===== config.mk =====
export PLATFORM = sky130hd
export DESIGN_NAME = adc_iq_stream_source
export DESIGN_NICKNAME = d
export VERILOG_FILES = /design/src/rtl/adc_src_pkg.sv /design/src/rtl/sync_fifo_fwft.sv /design/src/rtl/adc_iq_stream_source.sv
export SDC_FILE = /design/constraint.sdc
export NUM_CORES = 1
export LEC_CHECK = 0
export ABC_AREA = 1
export CAP_MARGIN = 15
export CELL_PAD_IN_SITES_DETAIL_PLACEMENT = 1
export CELL_PAD_IN_SITES_GLOBAL_PLACEMENT = 1
export CORE_MARGIN = 2
export CORE_UTILIZATION = 50
export CTS_BUF_LIST = sky130_fd_sc_hd__clkbuf_8
export DETAILED_ROUTE_END_ITERATION = 8
export PLACE_DENSITY_LB_ADDON = 0.1
export SLEW_MARGIN = 10
export SYNTH_ARGS = -nofsm -noshare
export SYNTH_HDL_FRONTEND = slang
export SYNTH_SLANG_ARGS = --single-unit

===== constraint.sdc =====
create_clock -name clk -period 6 [get_ports clk]
set_clock_uncertainty 0.2 [all_clocks]
set_input_delay 1.2 -clock clk [delete_from_list [all_inputs] [get_ports clk]]
set_output_delay 1.2 -clock clk [all_outputs]
set_load 0.02 [all_outputs]

===== src/rtl/adc_src_pkg.sv =====
// Shared types and helpers for the ADC I/Q stream source: FSM states,
// saturating offset subtraction and the output packing order.
package adc_src_pkg;

  typedef enum logic [1:0] {
    StIdle,
    StRun,
    StDrain
  } state_e;

  // Widest sample component the helper below supports.
  localparam int unsigned MaxW = 32;

  // Output beat is {Q, I} when set, {I, Q} otherwise.
  localparam bit PackQHigh = 1'b1;

  // a - b at MaxW+1 bits, clamped to the signed range of a w-bit value.
  // Operands must already be sign-extended to MaxW bits.
  function automatic logic signed [MaxW:0] sat_sub(input logic signed [MaxW-1:0] a,
                                                  input logic signed [MaxW-1:0] b,
                                                  input int unsigned w);
    logic signed [MaxW:0] d;
    logic signed [MaxW:0] hi;
    logic signed [MaxW:0] lo;
    d  = $signed({a[MaxW-1], a}) - $signed({b[MaxW-1], b});
    hi = ($signed({{MaxW{1'b0}}, 1'b1}) <<< (w - 1)) - $signed({{MaxW{1'b0}}, 1'b1});
    lo = ~hi;
    if (d > hi) begin
      return hi;
    end else if (d < lo) begin
      return lo;
    end
    return d;
  endfunction

endpackage


===== src/rtl/sync_fifo_fwft.sv =====
// Synchronous first-word-fall-through FIFO. Accepts a push while full as long
// as a pop happens in the same cycle.
module sync_fifo_fwft #(
  parameter int unsigned Width = 32,
  parameter int unsigned Depth = 16
) (
  input  logic                   clk_i,
  input  logic                   rst_i,
  input  logic                   push_i,
  input  logic [Width-1:0]       wdata_i,
  input  logic                   pop_i,
  output logic [Width-1:0]       rdata_o,
  output logic                   full_o,
  output logic                   empty_o,
  output logic [$clog2(Depth):0] level_o
);

  localparam int unsigned AW = $clog2(Depth);

  logic [Width-1:0] mem_q [Depth];
  logic [AW:0]      wptr_q, wptr_d;
  logic [AW:0]      rptr_q, rptr_d;
  logic             do_push;
  logic             do_pop;

  // Extra MSB on the pointers tells full (MSBs differ) from empty (equal).
  always_comb begin
    empty_o = (wptr_q == rptr_q);
    full_o  = (wptr_q[AW] != rptr_q[AW]) && (wptr_q[AW-1:0] == rptr_q[AW-1:0]);
    do_pop  = pop_i && !empty_o;
    do_push = push_i && (!full_o || do_pop);
    wptr_d  = wptr_q + {{AW{1'b0}}, do_push};
    rptr_d  = rptr_q + {{AW{1'b0}}, do_pop};
    rdata_o = mem_q[rptr_q[AW-1:0]];
    level_o = wptr_q - rptr_q;
  end

  always_ff @(posedge clk_i) begin
    if (rst_i) begin
      wptr_q <= '0;
      rptr_q <= '0;
    end else begin
      wptr_q <= wptr_d;
      rptr_q <= rptr_d;
    end
  end

  // Storage is not reset; pointer reset alone discards the contents.
  always_ff @(posedge clk_i) begin
    if (do_push) begin
      mem_q[wptr_q[AW-1:0]] <= wdata_i;
    end
  end

endmodule


===== src/rtl/adc_iq_stream_source.sv =====
// Captures strobed I/Q ADC samples, removes a DC offset with saturation and
// streams packed samples through a FWFT FIFO onto an AXI-Stream master.
module adc_iq_stream_source #(
  parameter int unsigned DW         = 16,
  parameter int unsigned FIFO_DEPTH = 16,
  parameter int unsigned CW         = 16
) (
  input  logic                          clk,
  input  logic                          reset,
  input  logic                          enable,
  input  logic [DW-1:0]                 adc_i,
  input  logic [DW-1:0]                 adc_q,
  input  logic                          adc_valid,
  input  logic [DW-1:0]                 offset_i,
  input  logic [DW-1:0]                 offset_q,
  input  logic                          clr_ovf,
  output logic [2*DW-1:0]               tdata_m,
  output logic                          tvalid_m,
  input  logic                          tready_m,
  output logic [CW-1:0]                 ovf_count,
  output logic                          ovf_irq,
  output logic [$clog2(FIFO_DEPTH):0]   fifo_level,
  output logic                          busy
);

  import adc_src_pkg::*;

  localparam logic [CW-1:0] OvfMax = '1;

  state_e              state_q, state_d;
  logic                s1_valid_q;
  logic [2*DW-1:0]     s1_data_q;
  logic                s1_load;
  logic signed [MaxW:0] i_diff;
  logic signed [MaxW:0] q_diff;
  logic [DW-1:0]       i_sat;
  logic [DW-1:0]       q_sat;
  logic [2*DW-1:0]     s1_data_d;
  logic [CW-1:0]       ovf_q, ovf_d;
  logic                fifo_full;
  logic                fifo_empty;
  logic                push;
  logic                pop;
  logic                drop;

  always_comb begin
    i_diff    = sat_sub(MaxW'($signed(adc_i)), MaxW'($signed(offset_i)), DW);
    q_diff    = sat_sub(MaxW'($signed(adc_q)), MaxW'($signed(offset_q)), DW);
    i_sat     = i_diff[DW-1:0];
    q_sat     = q_diff[DW-1:0];
    s1_data_d = PackQHigh ? {q_sat, i_sat} : {i_sat, q_sat};
  end

  always_comb begin
    state_d = state_q;
    s1_load = 1'b0;
    unique case (state_q)
      StIdle: begin
        if (enable) state_d = StRun;
      end
      StRun: begin
        // Leaving RUN: the sample presented this cycle is not captured.
        if (!enable) state_d = StDrain;
        else         s1_load = adc_valid;
      end
      StDrain: begin
        if (enable)                         state_d = StRun;
        else if (fifo_empty && !s1_valid_q) state_d = StIdle;
      end
      default: state_d = StIdle;
    endcase
  end

  always_ff @(posedge clk) begin
    if (reset) begin
      state_q    <= StIdle;
      s1_valid_q <= 1'b0;
      s1_data_q  <= '0;
    end else begin
      state_q    <= state_d;
      s1_valid_q <= s1_load;
      if (s1_load) s1_data_q <= s1_data_d;
    end
  end

  // A full FIFO still takes the stage-1 sample when the head leaves this cycle.
  always_comb begin
    tvalid_m = !fifo_empty;
    pop      = tvalid_m && tready_m;
    push     = s1_valid_q && (!fifo_full || pop);
    drop     = s1_valid_q && !push;
  end

  sync_fifo_fwft #(
    .Width (2 * DW),
    .Depth (FIFO_DEPTH)
  ) u_fifo (
    .clk_i   (clk),
    .rst_i   (reset),
    .push_i  (push),
    .wdata_i (s1_data_q),
    .pop_i   (pop),
    .rdata_o (tdata_m),
    .full_o  (fifo_full),
    .empty_o (fifo_empty),
    .level_o (fifo_level)
  );

  // Clear and a coincident drop leave the count at one so the drop is kept.
  always_comb begin
    ovf_d = ovf_q;
    if (clr_ovf) begin
      ovf_d = CW'(drop);
    end else if (drop && (ovf_q != OvfMax)) begin
      ovf_d = ovf_q + 1'b1;
    end
  end

  always_ff @(posedge clk) begin
    if (reset) begin
      ovf_q <= '0;
    end else begin
      ovf_q <= ovf_d;
    end
  end

  always_comb begin
    ovf_count = ovf_q;
    ovf_irq   = drop;
    busy      = (state_q != StIdle);
  end

endmodule


# ---- Word-level counts from Yosys, hierarchy flattened
# Memories as Yosys holds them, arrays and structs flattened. A register that Yosys moved wholly into a read port is not among the register bits.
# Index checks and enable logic that the tools add are counted.
dict set report totals {
  ram_bits 512
  word_cells 68
  output_inout_bits 56
  n_memories 1
  input_bits 70
  ff_bits 61
}
dict set report classes {
  add_sub_neg 6
  n_mux 22
  magnitude_cmp 4
  reduce_logical 19
  eq_ne 9
}
# name depth width read_ports rd_ports_with_merged_regs wr line_no
set memory_table {}
lappend memory_table {u_fifo.mem_q 16 32 1 1 1 sync_fifo_fwft.sv:20} ;# logic [Width-1:0] mem_q [Depth];
# cell count
set ops {}
lappend ops {{16-bit 2-to-1 mux} 6}
lappend ops {{17-bit by 16-bit > comparator with 1-bit output, second input constant} 2}
lappend ops {{17-bit by 16-bit less-than comparator with 1-bit output, second input constant} 2}
lappend ops {{16-bit by 16-bit subtractor with 17-bit output} 2}
lappend ops {{16-bit by 1-bit adder with 16-bit output, second input constant} 1}
lappend ops {{16-bit inequality test, second input constant} 1}
lappend ops {{5-bit by 1-bit adder with 5-bit output} 2}
lappend ops {{1-bit 2-to-1 mux} 10}
lappend ops {{1-bit logical AND} 8}
lappend ops {{2-bit 2-to-1 mux} 4}
lappend ops {{2-bit one-hot mux with 3 select lines} 1}
lappend ops {{5-bit == test} 1}
lappend ops {{5-bit subtractor} 1}
lappend ops {{4-bit == test} 1}
lappend ops {{1-bit zero test} 4}
lappend ops {{4-bit 2-to-1 mux} 1}
lappend ops {{2-bit inequality test, second input constant} 2}
lappend ops {{2-bit nonzero test} 2}
lappend ops {{3-bit inequality test, second input constant} 1}
lappend ops {{3-bit AND reduction} 1}
lappend ops {{2-bit by 1-bit == test with 1-bit output, second input constant} 1}
lappend ops {{2-bit == test, second input constant} 1}
lappend ops {{2-bit zero test} 1}
lappend ops {{1-bit logical OR} 2}
lappend ops {{other kinds (2)} 2}

# ---- Logic depth before layout (Yosys ltp)
# Gate-level depths: netlist of run 1.
dict set report logic_depth {
  word_depth 10
  depth_mapped 18
  mapped_depth_nobuf 17
}

# ---- Hierarchy
# A second synthesis of run 1 with hierarchy kept.
dict set report unflattened {
  hier_cells 2986
  area_unflattened_um2 27302.4
}
# mod instances cells_each seq_area_each_um2 area_per_inst_um2
set by_module_without_submodules {}
lappend by_module_without_submodules {sync_fifo_fwft 1 2302 15574.9 23033.3}
lappend by_module_without_submodules {adc_iq_stream_source 1 684 1021.0 4269.1}

# ---- Least setup slack after synthesis of run 1
# Ideal clock, no wire load.
dict set report synth_path {
  path_kind {reg-to-reg}
  startpoint {register u_fifo.rptr_q[1]}
  endpoint {memory u_fifo.mem_q[3][0] (enable)}
  arrival_ns 3.931
  t_required_ns 5.339
  path_buffers 2
  setup_ns 0.461
  path_stages_with_launch 10
  synth_period_minus_slack_ns 4.592
  path_slack_ns 1.408
  cell_sequence {dfxtp_1 -> inv_1 -> clkbuf_1 -> clkbuf_1 -> ha_1 -> nand4_1 -> nor2_1 -> a21oi_1 -> nand3_1 -> nor3_1}
}
dict set report synth_via {
  elab_chain_len 8
  elab_cells_between_ends 13
  cone_classes {eq/ne (2); mux (2); reduce/logical (9)}
}
# element line_no
set synth_lines {}
lappend synth_lines {{start, declared} sync_fifo_fwft.sv:22} ;# logic [AW:0] rptr_q, rptr_d;
lappend synth_lines {{start signal, assigned} sync_fifo_fwft.sv:44} ;# rptr_q <= rptr_d;
lappend synth_lines {{5-bit == test / 4-bit == test (equally long branches)} {sync_fifo_fwft.sv:28, sync_fifo_fwft.sv:29}}
lappend synth_lines {{1-bit zero test / 1-bit logical AND (equally long branches)} {sync_fifo_fwft.sv:30, adc_iq_stream_source.sv:88, sync_fifo_fwft.sv:29}}
lappend synth_lines {{1-bit logical AND / 1-bit zero test (equally long branches)} {adc_iq_stream_source.sv:89, sync_fifo_fwft.sv:31, adc_iq_stream_source.sv:90}}
lappend synth_lines {{1-bit logical OR / 1-bit logical AND (equally long branches)} {adc_iq_stream_source.sv:90, sync_fifo_fwft.sv:30}}
lappend synth_lines {{1-bit logical AND / 1-bit logical OR (equally long branches)} {adc_iq_stream_source.sv:90, sync_fifo_fwft.sv:31}}
lappend synth_lines {{1-bit logical AND *} sync_fifo_fwft.sv:31} ;# do_push = push_i && (!full_o || do_pop);
lappend synth_lines {{1-bit 2-to-1 mux *} sync_fifo_fwft.sv:50} ;# if (do_push) begin
lappend synth_lines {{1-bit 2-to-1 mux (implied by the code) *} sync_fifo_fwft.sv:51} ;# mem_q[wptr_q[AW-1:0]] <= wdata_i;
lappend synth_lines {{end, declared} sync_fifo_fwft.sv:20}
# Mark *: on every way between the ends. The rest lies on a longest branch, timed or not.

==> results.toml, run 1 <==
[outcome]
run_status = "finished clean"

[die]
die_h_um = 225
initial_core_util_pct = 50.4
io-pin-count = 126
die_area_mm2 = 0.0508
coreArea_mm2 = 0.0486
die_w_um = 225
num_rows = 81

[placed_design]
postPlaceCellArea_mm2 = 0.0264
place.port_buffers = 125
gp_congestion = 0.830
place_hpwl_um = 41500

[power_and_ir_drop]
p_total_mw = 8.23
vdd_ir_drop_max_v = 0.000187
power_density_mw_per_mm2 = 291
leakage_nw = 10.1

[layout]
layout_commonest_cell = "edfxtp_1"
drive_above_1_share_pct = 8.26
final_nets = 2409
design_area_mm2 = 0.0283
layout_common_cells = "edfxtp_1 (512), nor2_1 (335), o21ai_0 (284)"
syn_to_final_growth_pct = 15.4

[synthesis]
ys.flop_type = "edfxtp_1"
synth_cells = 2168
muxShareOfSynthArea_pct = 0
postSynthNetCount = 2282
yosys_warnings = 0
ys_ff_latch = 573
synthAdderAreaFrac_pct = 2.34
avgSynthCellArea_um2 = 11.3
synth_area_mm2 = 0.0245
seq_area_frac_synth_pct = 67.7
synth-compound-area-share_pct = 11.8
synth_edf_count = 512
async_flop_share_pct = 0
synth_top_family_by_area = "simple AND/OR/NAND/NOR gates"
synth_xor_area_share_pct = 1.22
yosys.area_share.simple_pct = 13.0
ys_types = 41

[setup_path]
required_ps = 4600
critical_path.cell_chain = "inv_6 > buf_4 > o21ai_0 > o22ai_1 > nand2_1 > nand3_1 > clkdlybuf4s50_1"
endpoint_kind = "output pin"
cpMaxStageDelayCell = "inv_6"
r2r_start = "u_fifo.rptr_q[1]"
crit_type = "reg2out"
worstPathMaxFanout = 132
start_kind = "register"
critPathMaxStageDelay_ps = 810
cp_data_arrival_time_ps = 3930
critPathLaunch = "u_fifo.rptr_q[0]"
crit_family = "buffers and inverters"
crit_buf_inv = 3

[detailed_routing]
drt-vias-per-instance = 5.86
drtIter0Drc = 1731
wl_per_cell_um = 23.0
wirelength_um = 68600
drc_errors = 0
vias = 17500
first_pass_iters = 5
drtAntennaViolNets = 0

[global_route]
grt_pass1_wl_um = 106000
overflow = 0
grt_pass1_vias = 18500
grt_max_degree = 185
gr-usage-all-layers_pct = 27.5
antenna_found_initial = 1

[cts]
clockBufferDepth = 3
cts_resized = 0
cts_setup_buffers = 0
cts_tree = "done"
cts.sinks = 573
clockRootBuffer = "clkbuf_8"
cts_inserted_buffers = 93
clk_latency_ps = 670
path_clk_slew_ps = 70
holdBufCountCts = 0
htreeDepth = 3

[timing]
fmax_ghz = 0.188
fin_crit_sh_pct = 88.8
finalHoldViolations = 0
report.final.slew_viol_count = 0
relSlewSlack_pct = 20.9
worstMarginPinSlew_ps = 1180
tns_ps = 0
hold_slack_ps = 292
min_period_ps = 5330
setup_violations = 0
rsz0062_at_grt = "false"

[job]
drv_cap = 0

[worst_hold_path]
hold_start = "u_fifo.wptr_q[4]"
hold_path.class = "reg2reg"
through the flow:
stage | utilization (%) | std cells | worst slack (ps)
after global routing | 58.1 | 2984 | 448
after CTS | 57.9 | 2979 | 617
final | 58.1 | 2984 | 674
after floorplan | - | 2168 | 1410
after global placement | 54.1 | 2816 | 1340
after detailed placement | 54.2 | 2818 | 1210
Yosys cell counts, types with 3 or more instances:
master	instances	area [µm²]
o21bai_1	6	45.0
nor4_1	3	18.8
nand3_1	99	495
nand4_1	5	31.3
clkinv_1	3	11.3
edfxtp_1	512	15400
clkbuf_1	88	330
o21ai_0	284	1420
xor2_1	20	175
fa_1	3	60.1
o221ai_1	51	447
buf_1	3	11.3
nand2_2	14	87.6
dfxtp_1	61	1220
ha_1	41	513
o22ai_1	77	482
inv_1	119	447
xnor2_1	14	123
buf_2	18	90.1
nand2_1	274	1030
a21oi_1	63	315
inv_2	4	15.0
nor2_1	351	1320
and2_1	3	18.8
nor3_1	10	50.1
o211ai_1	13	97.6
buf_6	6	67.6
worst reg2reg max path: stages (launching register included):
cell and delay, ps:
dfxtp_4 660, clkinv_2 750, ha_1 590, nand4_1 130, nor2_1 80, a21oi_1 470, nand3_1 510, nor2_4 1040
state kept, by name, indices dropped and copies added (netlist names):
name           flops
u_fifo.mem_q     512
s1_data_q         32
ovf_count         16
u_fifo.rptr_q      5
u_fifo.wptr_q      5
state_q            2
s1_valid_q         1
power by group:
part,leakage (nW),total (mW),switching (mW),internal [mW]
combinational,3.92,0.496,0.303,0.193
sequential,5.12,4.40,0.0622,4.34
clock,1.00,3.33,1.54,1.79
total,10.1,8.23,1.90,6.32
layout make-up:
cell class,instances,area [µm²]
Inverter,126,479
Multi-Input combinational cell,1353,7050
Antenna cell,1,2.50
Clock inverter,57,372
Tap cell,622,778
Fill cell,5089,20400
Timing Repair Buffer,148,1560
Sequential cell,573,16600
Clock buffer,104,1430
cell families (layout without fill, tap and decap cells):
logic type	Yosys count	after routing
and+or+nand+nor	772	772
DFF	573	573
AOI/OAI and AO/OA	503	503
buffers and inverters	242	435
adders and majority gates	44	44
xor gates and xnor gates	34	34
other	0	1
metal layers:
layer | track usage (%) | wire [µm]
met5 | 0 | 0
met4 | 9.59 | 1660
met3 | 5.48 | 4850
met2 | 44.2 | 32500
met1 | 37.3 | 29600
worst paths after layout:
path,endpoint,slack [ps],depth (start not counted)
worst max register to register,u_fifo.mem_q[11][5],1150,7
worst max-delay path,tdata_m[19],670,7
worst min-delay path,u_fifo.wptr_q[4],290,2
worst min register to register,u_fifo.wptr_q[4],290,2
(Power assumes the default switching activity.)
==> run 2: changes to the inputs <==
--- a/config.mk
+++ b/config.mk
@@ -12,8 +12,10 @@
 export CORE_MARGIN = 2
 export CORE_UTILIZATION = 50
 export CTS_BUF_LIST = sky130_fd_sc_hd__clkbuf_8
+export CTS_CLUSTER_DIAMETER = 50
 export DETAILED_ROUTE_END_ITERATION = 8
 export PLACE_DENSITY_LB_ADDON = 0.1
+export SKIP_CTS_REPAIR_TIMING = 1
 export SLEW_MARGIN = 10
 export SYNTH_ARGS = -nofsm -noshare
 export SYNTH_HDL_FRONTEND = slang
==> results.toml, run 2 (synthesis gave the netlist of run 1 again) <==
[setup_path]
start_kind = "register"
crit_type = "reg2out"
endpoint_kind = "output pin"
critical_path.cell_chain = "buf_12 > o21ai_0 > o221ai_1 > nand3_1 > nand3_1 > clkdlybuf4s50_1"
required_ps = 4600
cpMaxStageDelayCell = "dfxtp_4"
cpMostUsedCell = "nand3_1"
cp_data_arrival_time_ps = 4030
worstPathMaxFanout = 184
critPathMaxStageDelay_ps = 880

[timing]
min_period_ps = 5430
layout_setup_ws_ps = 565
rsz0062_at_grt = "false"
hold_slack_ps = 292
setup_violations = 0
relSlewSlack_pct = 20.3
finalHoldViolations = 0
worstMarginPinSlew_ps = 1190
report.final.slew_viol_count = 0
fin_crit_sh_pct = 90.6
fmax_ghz = 0.184
tns_ps = 0

[power_and_ir_drop]
power_density_mw_per_mm2 = 289
leakage_nw = 10.0
vdd_ir_drop_max_v = 0.000187

[layout]
final_nets = 2410
layout_common_cells = "edfxtp_1 (512), nor2_1 (335), o21ai_0 (284)"
layout_commonest_cell = "edfxtp_1"
syn_to_final_growth_pct = 15.3
fin_cells = 2986
design_area_mm2 = 0.0283
drive_above_1_share_pct = 8.29
largest_reg_flops = 512

[job]
drv_cap = 0

[global_route]
gr-usage-all-layers_pct = 27.4
grt_pass1_vias = 18600
grt_pass1_wl_um = 106000
antenna_found_initial = 1
grt_max_degree = 185
overflow = 0

[worst_hold_path]
hold_path.class = "reg2reg"

[die]
coreArea_mm2 = 0.0486
num_rows = 81
die_area_mm2 = 0.0508
die_h_um = 225
die_w_um = 225
initial_core_util_pct = 50.4
io-pin-count = 126

[detailed_routing]
drtAntennaViolNets = 0
wl_per_cell_um = 22.9
vias = 17600
drc_errors = 0
first_pass_iters = 5
drt-vias-per-instance = 5.88
drtIter0Drc = 1666
wirelength_um = 68300

[cts]
cts_inserted_buffers = 94
cts.sinks = 573
path_clk_slew_ps = 60
htreeDepth = 3
cts_tree = "done"
clk_latency_ps = 670
clockRootBuffer = "clkbuf_8"
clockBufferDepth = 3

[placed_design]
placed_cells = 2818
place_hpwl_um = 41500
gp_congestion = 0.830
postPlaceCellArea_mm2 = 0.0264
dpl_worst_slack_ps = 1210
place.port_buffers = 125

[outcome]
run_status = "finished clean"
run 2: cell count changes in the layout (fill, tap and decap cells not counted):
cell	before	now
inv_1	143	144
bufinv_16	5	3
clkinvlp_4	5	6
clkbuf_8	104	105
inv_6	1	2
run 2: per-stage QoR:
stage	utilization, %	total power, mW
final	58.1	8.15
after global routing	58.1	8.41
after CTS	57.8	8.20
after detailed placement	54.2	4.98
after global placement	54.1	4.96
after floorplan	-	4.78
run 2: worst max-delay path: cells and delay by family (launching register included):
kind                   cells  cell delay, ps
buffers and inverters      2            1110
flip-flops                 1             880
AO/OA/AOI/OAI              2             720
AND/OR/NAND/NOR            2             360
run 2: layout make-up:
cell class	count	area (µm²)
diodes	1	2.50
clock buffers	105	1450
clock inverters	58	332
fillers	5094	20400
inverters	126	479
multi-input cells	1353	7050
flip-flops and latches	573	16600
well taps	622	778
repair buffers	148	1560
run 2: path summary, 6_finish.rpt:
| check | from | end | slack [ps] | cells after the start |
|---|---|---|---|---|
| max reg2reg | u_fifo.rptr_q[1] | u_fifo.mem_q[11][8] | 1180 | 7 |
| min reg2reg | u_fifo.wptr_q[4] | u_fifo.wptr_q[4] | 290 | 2 |
| min | u_fifo.wptr_q[4] | u_fifo.wptr_q[4] | 290 | 2 |
| max | u_fifo.rptr_q[0] | tdata_m[0] | 570 | 6 |
run 2: power breakdown:
part           internal [mW]  leakage [nW]  switching, mW
Sequential              4.34          5.12         0.0621
Combinational          0.193          3.92          0.303
Clock                   1.72         0.994           1.53
Total                   6.25          10.0           1.90
run 2: layer usage:
layer  vias up  routed length, µm  track usage, %
met1      8834              29200            37.2
li1       8015                  -               -
met4         0               1860            9.72
met2       587              32300            44.1
met5         -                  0               0
met3       123               4910            5.41
==> run 3: changes to the inputs <==
--- a/config.mk
+++ b/config.mk
@@ -10,10 +10,11 @@
 export CELL_PAD_IN_SITES_DETAIL_PLACEMENT = 1
 export CELL_PAD_IN_SITES_GLOBAL_PLACEMENT = 1
 export CORE_MARGIN = 2
-export CORE_UTILIZATION = 50
+export CORE_UTILIZATION = 53
 export CTS_BUF_LIST = sky130_fd_sc_hd__clkbuf_8
 export CTS_CLUSTER_DIAMETER = 50
 export DETAILED_ROUTE_END_ITERATION = 8
+export DONT_BUFFER_PORTS = 1
 export PLACE_DENSITY_LB_ADDON = 0.1
 export SKIP_CTS_REPAIR_TIMING = 1
 export SLEW_MARGIN = 10
==> results.toml, run 3 (synthesis gave the netlist of run 1 again) <==
[die]
die_w_um = 219
die_area_mm2 = 0.0480
num_rows = 78
coreArea_mm2 = 0.0455
initial_core_util_pct = 53.9
die_h_um = 219
io-pin-count = 126

[detailed_routing]
vias = 17400
drc_errors = 0
wirelength_um = 69900
drtAntennaViolNets = 0
drtIter0Drc = 1764
first_pass_iters = 7
wl_per_cell_um = 24.5
drt-vias-per-instance = 6.08

[setup_path]
endpoint_kind = "output pin"
r2r_cells = 8
cp_data_arrival_time_ps = 3530
worstPathMaxFanout = 90
crit_path_end = "tdata_m[27]"
crit_type = "reg2out"
required_ps = 4600
critPathLaunch = "u_fifo.rptr_q[1]"
r2r_end = "u_fifo.mem_q[7][9]"
reg2reg_slack_ps = 1520
r2r_start = "u_fifo.rptr_q[1]"
start_kind = "register"

[job]
drv_cap = 0

[layout]
fin_cells = 2860
layout_commonest_cell = "edfxtp_1"
design_area_mm2 = 0.0269
final_nets = 2296
drive_above_1_share_pct = 8.94
largest_reg_flops = 512
syn_to_final_growth_pct = 9.72
layout_common_cells = "edfxtp_1 (512), nor2_1 (335), o21ai_0 (284)"

[timing]
finalHoldViolations = 0
worstMarginPinSlew_ps = 1190
relSlewSlack_pct = 20.8
min_period_ps = 4930
rsz0062_at_grt = "false"
tns_ps = 0
fmax_ghz = 0.203
fin_crit_sh_pct = 82.2
setup_violations = 0
report.final.slew_viol_count = 0

[power_and_ir_drop]
power_density_mw_per_mm2 = 297
vdd_ir_drop_max_v = 0.000158
p_total_mw = 7.97
leakage_nw = 9.64

[global_route]
grt_pass1_vias = 18500
grt_pass1_wl_um = 107000
overflow = 0
grt_max_degree = 212
gr-usage-all-layers_pct = 29.7
antenna_found_initial = 1

[placed_design]
placed_cells = 2686
gp_congestion = 0.838
place_hpwl_um = 41600
postPlaceCellArea_mm2 = 0.0252
place.port_buffers = 0

[cts]
cts_inserted_buffers = 94
clockBufferDepth = 3
clockRootBuffer = "clkbuf_8"
cts_tree = "done"
htreeDepth = 3
path_clk_slew_ps = 60
clk_latency_ps = 680
cts.sinks = 573

[worst_hold_path]
hold_path.class = "reg2reg"

[outcome]
run_status = "finished clean"
-- run 3: cell types whose count changed in the layout (fill, tap and decap cells not counted), moves of 3 or more --
cell,previous run,this run
clkinvlp_4,6,2
clkdlybuf4s50_1,125,0
clkbuf_8,105,102
clkinv_2,7,10
inv_1,144,161
buf_4,15,33
buf_16,5,0
-- run 3: worst min path at each step --
stage                                 from          endpoint  slack, ps  cells after the start
final                     u_fifo.wptr_q[4]  u_fifo.wptr_q[4]        280                      2
after global routing      u_fifo.wptr_q[4]  u_fifo.wptr_q[4]        320                      2
after CTS                 u_fifo.wptr_q[4]  u_fifo.wptr_q[4]        290                      2
after detailed placement  u_fifo.wptr_q[4]  u_fifo.wptr_q[4]        280                      2
after global placement    u_fifo.rptr_q[4]  u_fifo.rptr_q[4]        270                      2
after floorplan           u_fifo.wptr_q[4]  u_fifo.wptr_q[4]        250                      2
-- run 3: through the flow --
| stage | util, % | worst slack, ps | hold WS (ps) |
|---|---|---|---|
| global route | 59.1 | 945 | 320 |
| CTS | 59.1 | 1030 | 290 |
| detailed placement | 55.3 | 1530 | 278 |
| global placement | 55.3 | 1650 | 267 |
| finish | 59.1 | 1070 | 284 |
| floorplan | - | 1410 | 250 |
-- run 3: final cells by class --
type | instances | area (µm²)
Tap cell | 600 | 751
Clock buffer | 102 | 1400
Sequential cell | 573 | 16600
Antenna cell | 1 | 2.50
Fill cell | 4786 | 18600
Clock inverter | 71 | 322
Inverter | 126 | 482
Timing Repair Buffer | 34 | 268
Multi-Input combinational cell | 1353 | 7050
-- run 3: worst max-delay path, stage by stage, from the launching register on --
cell and delay (ps):
dfxtp_4 450, clkinv_2 450, buf_4 850, o21ai_0 280
o22ai_1 280, o211ai_1 140, nand3_1 330
-- run 3: where the power goes --
group	switching, mW	internal, mW	leakage, nW
registers	0.0563	4.34	5.12
clock network	1.55	1.61	1.05
logic	0.290	0.131	3.47
total	1.90	6.07	9.64
-- run 3: routing by layer --
metal | vias to the layer above | share of wire (%) | GRT usage [%]
li1 | 7796 | - | -
met1 | 8763 | 41 | 38.1
met2 | 670 | 50 | 50.6
met3 | 151 | 6.8 | 5.13
met4 | 0 | 2.7 | 11.2
met5 | - | 0 | 0
